[src/rtl/pingpong_feed_pkg.sv]
// Shared types and constants for the ping-pong operand staging buffer.
package pingpong_feed_pkg;

  localparam int DATA_W = 8;

  typedef enum logic {
    BANK_EMPTY = 1'b0,
    BANK_FULL  = 1'b1
  } bank_state_t;

endpackage

[src/rtl/pingpong_bank.sv]
// One DEPTH x DATA_W flop bank: single write port, combinational read port.
module pingpong_bank
  import pingpong_feed_pkg::*;
#(
  parameter int DEPTH  = 8,
  parameter int ADDR_W = $clog2(DEPTH)
) (
  input  logic              clk,
  input  logic              reset,
  input  logic              we,
  input  logic [ADDR_W-1:0] waddr,
  input  logic [DATA_W-1:0] wdata,
  input  logic [ADDR_W-1:0] raddr,
  output logic [DATA_W-1:0] rdata
);

  logic [DATA_W-1:0] mem [DEPTH];

  // Storage is cleared on reset so a discarded tile can never reappear.
  always_ff @(posedge clk) begin
    if (reset) begin
      for (int i = 0; i < DEPTH; i++) begin
        mem[i] <= '0;
      end
    end else if (we) begin
      mem[waddr] <= wdata;
    end
  end

  assign rdata = mem[raddr];

endmodule

[src/rtl/pingpong_feed.sv]
// Ping-pong staging buffer feeding the 2:1 operand mux of the systolic array:
// one bank fills from the producer while the other drains toward the array.
module pingpong_feed
  import pingpong_feed_pkg::*;
#(
  parameter int DEPTH  = 8,
  parameter int ADDR_W = $clog2(DEPTH)
) (
  input  logic              clk,
  input  logic              reset,
  input  logic              wr_valid,
  output logic              wr_ready,
  input  logic [DATA_W-1:0] wr_data,
  input  logic              wr_last,
  input  logic              rd_ready,
  output logic              rd_valid,
  output logic              rd_last,
  output logic [DATA_W-1:0] dout_0,
  output logic [DATA_W-1:0] dout_1,
  output logic              sel
);

  localparam int CNT_W = ADDR_W + 1;

  // Handshake: a transfer fires on a cycle where valid and ready are both high.
  // Ready/valid depend only on registered state; the producer holds data and
  // last while valid is high and ready is low.

  bank_state_t       state_q [2];
  bank_state_t       state_d [2];
  logic [CNT_W-1:0]  cnt_q   [2];
  logic [CNT_W-1:0]  cnt_d   [2];
  logic              wr_bank_q, wr_bank_d;
  logic              rd_bank_q, rd_bank_d;
  logic [ADDR_W-1:0] wr_addr_q, wr_addr_d;
  logic [ADDR_W-1:0] rd_addr_q, rd_addr_d;

  logic              wr_fire, wr_close;
  logic              rd_fire, rd_done;
  logic [DATA_W-1:0] rdata [2];

  assign wr_fire  = wr_valid && wr_ready;
  assign wr_close = wr_fire && (wr_last || (wr_addr_q == ADDR_W'(DEPTH - 1)));
  assign rd_fire  = rd_valid && rd_ready;
  assign rd_done  = rd_fire && rd_last;

  always_ff @(posedge clk) begin
    if (reset) begin
      state_q[0] <= BANK_EMPTY;
      state_q[1] <= BANK_EMPTY;
      cnt_q[0]   <= '0;
      cnt_q[1]   <= '0;
      wr_bank_q  <= 1'b0;
      rd_bank_q  <= 1'b0;
      wr_addr_q  <= '0;
      rd_addr_q  <= '0;
    end else begin
      state_q    <= state_d;
      cnt_q      <= cnt_d;
      wr_bank_q  <= wr_bank_d;
      rd_bank_q  <= rd_bank_d;
      wr_addr_q  <= wr_addr_d;
      rd_addr_q  <= rd_addr_d;
    end
  end

  // Write and read fires always target opposite banks (EMPTY vs FULL), so
  // both updates below can apply in the same cycle without conflict.
  always_comb begin
    state_d   = state_q;
    cnt_d     = cnt_q;
    wr_bank_d = wr_bank_q;
    rd_bank_d = rd_bank_q;
    wr_addr_d = wr_addr_q;
    rd_addr_d = rd_addr_q;
    if (wr_fire) begin
      wr_addr_d = wr_addr_q + ADDR_W'(1);
      if (wr_close) begin
        state_d[wr_bank_q] = BANK_FULL;
        cnt_d[wr_bank_q]   = {1'b0, wr_addr_q} + CNT_W'(1);
        wr_addr_d          = '0;
        wr_bank_d          = ~wr_bank_q;
      end
    end
    if (rd_fire) begin
      rd_addr_d = rd_addr_q + ADDR_W'(1);
      if (rd_done) begin
        state_d[rd_bank_q] = BANK_EMPTY;
        rd_addr_d          = '0;
        rd_bank_d          = ~rd_bank_q;
      end
    end
  end

  always_comb begin
    wr_ready = (state_q[wr_bank_q] == BANK_EMPTY);
    rd_valid = (state_q[rd_bank_q] == BANK_FULL);
    rd_last  = rd_valid && ({1'b0, rd_addr_q} == (cnt_q[rd_bank_q] - CNT_W'(1)));
    sel      = rd_bank_q;
  end

  for (genvar b = 0; b < 2; b++) begin : g_bank
    pingpong_bank #(
      .DEPTH  (DEPTH),
      .ADDR_W (ADDR_W)
    ) u_bank (
      .clk   (clk),
      .reset (reset),
      .we    (wr_fire && (wr_bank_q == 1'(b))),
      .waddr (wr_addr_q),
      .wdata (wr_data),
      .raddr (rd_addr_q),
      .rdata (rdata[b])
    );
  end

  assign dout_0 = rdata[0];
  assign dout_1 = rdata[1];

endmodule
[config.mk]
export PLATFORM = sky130hd
export DESIGN_NAME = pingpong_feed
export DESIGN_NICKNAME = d
export VERILOG_FILES = /design/src/rtl/pingpong_feed_pkg.sv /design/src/rtl/pingpong_bank.sv /design/src/rtl/pingpong_feed.sv
export SDC_FILE = /design/constraint.sdc
export NUM_CORES = 1
export LEC_CHECK = 0
export BUFFER_PORTS_ARGS = -buffer_cell sky130_fd_sc_hd__buf_2
export CAP_MARGIN = 15
export CORE_MARGIN = 2
export CORE_UTILIZATION = 55
export CTS_CLUSTER_SIZE = 28
export DETAILED_ROUTE_END_ITERATION = 7
export PLACE_DENSITY = 0.78
export SLEW_MARGIN = 10
export SYNTH_ARGS = -nofsm -noshare
export SYNTH_HDL_FRONTEND = slang
export SYNTH_SLANG_ARGS = --single-unit
[constraint.sdc]
create_clock -name clk -period 1.9 [get_ports clk]
set_input_delay 0.095 -clock clk [delete_from_list [all_inputs] [get_ports clk]]
set_output_delay 0.095 -clock clk [all_outputs]
set_load 0.01 [all_outputs]
==> run summary <==
# setup viols final: 20
Pwr dens: 900 mW/mm^2
Initial antenna violation count: 0
Post-route core utilization: 0.698
Yosys cell types: 42
DR DRC count: 0
P_sw: 1.58 mW
Status: finished with violations
CP max stage delay: 0.54 ns
CTS buffer count: 17
Via Count: 4076
Global route hottest layer: met2
Worst Tran Pin Value: 0.452 ns
Routed WL per cell: 21.2 um
Hold Path Class: in -> reg
Leak Pwr: 3.15 nW
Post-synthesis register bit count: 149
# diodes: 0
Die H: 116 um
RSZ-0062 raised after global routing: yes
Slew margin rel.: 0.698
Pwr Total: 7.58 mW
Reg2Reg Depth: 9
Internal reg-to-reg setup slack: -0.13 ns
Achievable frequency: 0.463 GHz
Sequential fraction of the synthesis area: 0.623
Final setup TNS: -3.59 ns
Max Root-Sink Buffers: 2
Total iterations of the first detailed-routing run: 5
Min-Delay Endpoint: wr_addr_q[1]
CTS tree: done
Routed Antenna Nets: 0
Post-Syn Area per Cell: 14.6 um^2
Critical Path Start Type: flip-flop
Synthesized area: 0.00685 mm^2
Post-route design area: 0.00842 mm^2
Clock latency on the worst-skew pair: 0.42 ns
Comb power frac: 0.080
Fin Hold WS: 0.0485 ns
Seq pwr share: 0.490
Worst vdd ir: 0.518 mV
Initial Utilization: 0.568
Die width: 116 um
Nets@finish: 558
Switch share: 0.209
FILL cells: 762
Slack of the critical path: -0.259 ns
Routed vias/inst: 5.65
Row cnt: 40
Most frequent cells in the layout: and2_1, edfxtp_1, buf_4
Clock-pin slew on the worst setup and hold paths: 0.06 ns
Layout cells sized above 1: 0.341
First-pass GRT wire length: 23400 um
Largest net degree at the start of global routing: 35
Clk pwr share: 0.430
Fin crit share: 1.14
Port bufs: 32
Global-route usage over all layers: 0.248
CP max FO: 8
Violated checks: negative setup slack
DR iter-0 viols: 385
Fin. Hold Viols: 0
Top-Level Pins: 33
P&R area growth vs syn: 23.0%
Syn Inst Count: 469
Worst EP required: 1.80 ns
Total die area: 0.0134 mm^2
Final worst path period need: 2.16 ns
Kind of critical path: reg -> out
Syn nets: 486
Placed inst area: 0.00741 mm^2
Worst path slowest cell: mux4_2
Yosys warns: 0
Met1 usage: 0.294
M3 GR Usage: 0.0481
Most common cell after layout, fill and taps aside: and2_1
P_int: 5.99 mW
Hold depth: 4
H-tree Lvls: 4
Max-Cap Viols: 0
Core area: 0.0121 mm^2
WP data arrival: 2.06 ns
GR Util met2: 0.443
Number of global-route vias before repair: 4276
Root buffer cell: clkbuf_16
Reg-to-Reg Start: sel
WL final: 15300 um
Clk_skew: 0.00465 ns
Hold Crit Start: wr_last
Worst path cell trace: buf_12 -> buf_16 -> mux4_2 -> mux2_4 -> buf_6
Dpl hpwl: 9200 um
CP Capture Type: primary output
CTS sink cnt: 149
Slew Viols, Final: 0
GRT Residual Overflow: 0
Final Wtd Congestion: 0.818
-- how the worst max path moves through the flow --
stage | start | endpoint | slack, ns | cells past startpoint
floorplan | sel | flip-flop | -0.04 | 9
detailed placement | sel | rd_addr_q[2] | -0.04 | 7
finish | flip-flop | dout_0[0] | -0.26 | 5
global route | flip-flop | dout_0[0] | -0.31 | 5
CTS | flip-flop | dout_1[0] | -0.26 | 5
global placement | sel | flip-flop | 0.05 | 8
-- cells in the mapped netlist, drive strengths merged --
cell type | instances | area [um^2]
nand3b | 1 | 7.51
nand2b | 3 | 18.8
mux2i | 10 | 104
or3b | 1 | 8.76
o31a | 2 | 17.5
or3 | 1 | 6.26
xor2 | 1 | 8.76
mux4 | 32 | 721
buf | 10 | 51.3
clkbuf | 14 | 52.6
nand4b | 1 | 8.76
a211oi | 4 | 30.0
ha | 4 | 50.1
mux2 | 17 | 195
and3 | 1 | 6.26
a21oi | 7 | 38.8
nor3 | 8 | 50.1
inv | 3 | 13.8
and2 | 130 | 816
or2 | 16 | 100
nand3 | 4 | 20.0
xnor2 | 3 | 26.3
nand2 | 8 | 30.0
nor4 | 4 | 25.0
nand4 | 2 | 12.5
and2b | 1 | 7.51
o21ai | 4 | 20.0
nor2 | 27 | 109
o2111ai | 1 | 26.3
dfxtp | 21 | 420
edfxtp | 128 | 3840
-- stage by stage --
step                worst slack [ns]  std cells
global route                  -0.307        722
finish                        -0.259        722
global placement              0.0543        679
floorplan                    -0.0407        469
CTS                           -0.263        724
detailed placement           -0.0410        679
-- power groups by stage --
stage | registers [mW] | clock network (mW) | logic (mW)
after floorplan | 3.75 | 0 | 0.307
after global placement | 3.77 | 0 | 0.482
final | 3.71 | 3.26 | 0.606
after global routing | 3.72 | 3.44 | 0.643
after detailed placement | 3.77 | 0 | 0.492
after CTS | 3.71 | 3.28 | 0.600
-- kinds of logic (layout without fill, tap and decap cells) --
| family | after synthesis | in the layout | synth area share |
|---|---|---|---|
| AND/OR/NAND/NOR | 208 | 208 | 0.179 |
| flip-flops | 149 | 149 | 0.623 |
| multiplexers | 59 | 59 | 0.149 |
| buffers and inverters | 27 | 112 | 0.0172 |
| AO/OA/AOI/OAI | 18 | 18 | 0.0194 |
| adder cells (fa/ha/maj) | 4 | 4 | 0.00731 |
| XOR/XNOR | 4 | 4 | 0.00512 |
-- layer usage --
layer	share of wire	up-vias	wire, um
met5	0	-	0
met4	0.021	0	317
met3	0.051	27	787
met2	0.54	134	8230
met1	0.39	2047	5960
li1	-	1868	-
-- sequential cells by signal, summed over array words and instances (netlist names), named ones only --
register           flops
cnt_q                  8
g_bank.u_bank.mem    128
rd_addr_q              3
sel                    1
state_q                2
wr_addr_q              3
wr_bank_q              1
-- area by class of cell --
cell class	count	area, um^2	area share
Clock inverter	13	139	0.0165
Multi-Input combinational cell	293	2630	0.313
Sequential cell	149	4270	0.507
Timing Repair Buffer	77	721	0.0856
Clock buffer	19	433	0.0514
Tap cell	168	210	0.0250
Inverter	3	13.8	0.00163
-- worst max-delay path, delay by kind of cell, from the launching register on --
kind     cells  cell delay [ns]
flops        1             0.41
buf+inv      3             0.39
mux          2             0.84
-- timing repair --
item                                    in CTS  in global routing
hold buffers                                 1                  0
endpoints found under the setup margin      23                 50
hold endpoints to repair                     2                  0
pin swaps                                    5                  4
buffers inserted                             9                  1
gates resized for setup                     44                 18
gates cloned                                 3                  0
(Power assumes the default switching activity.)
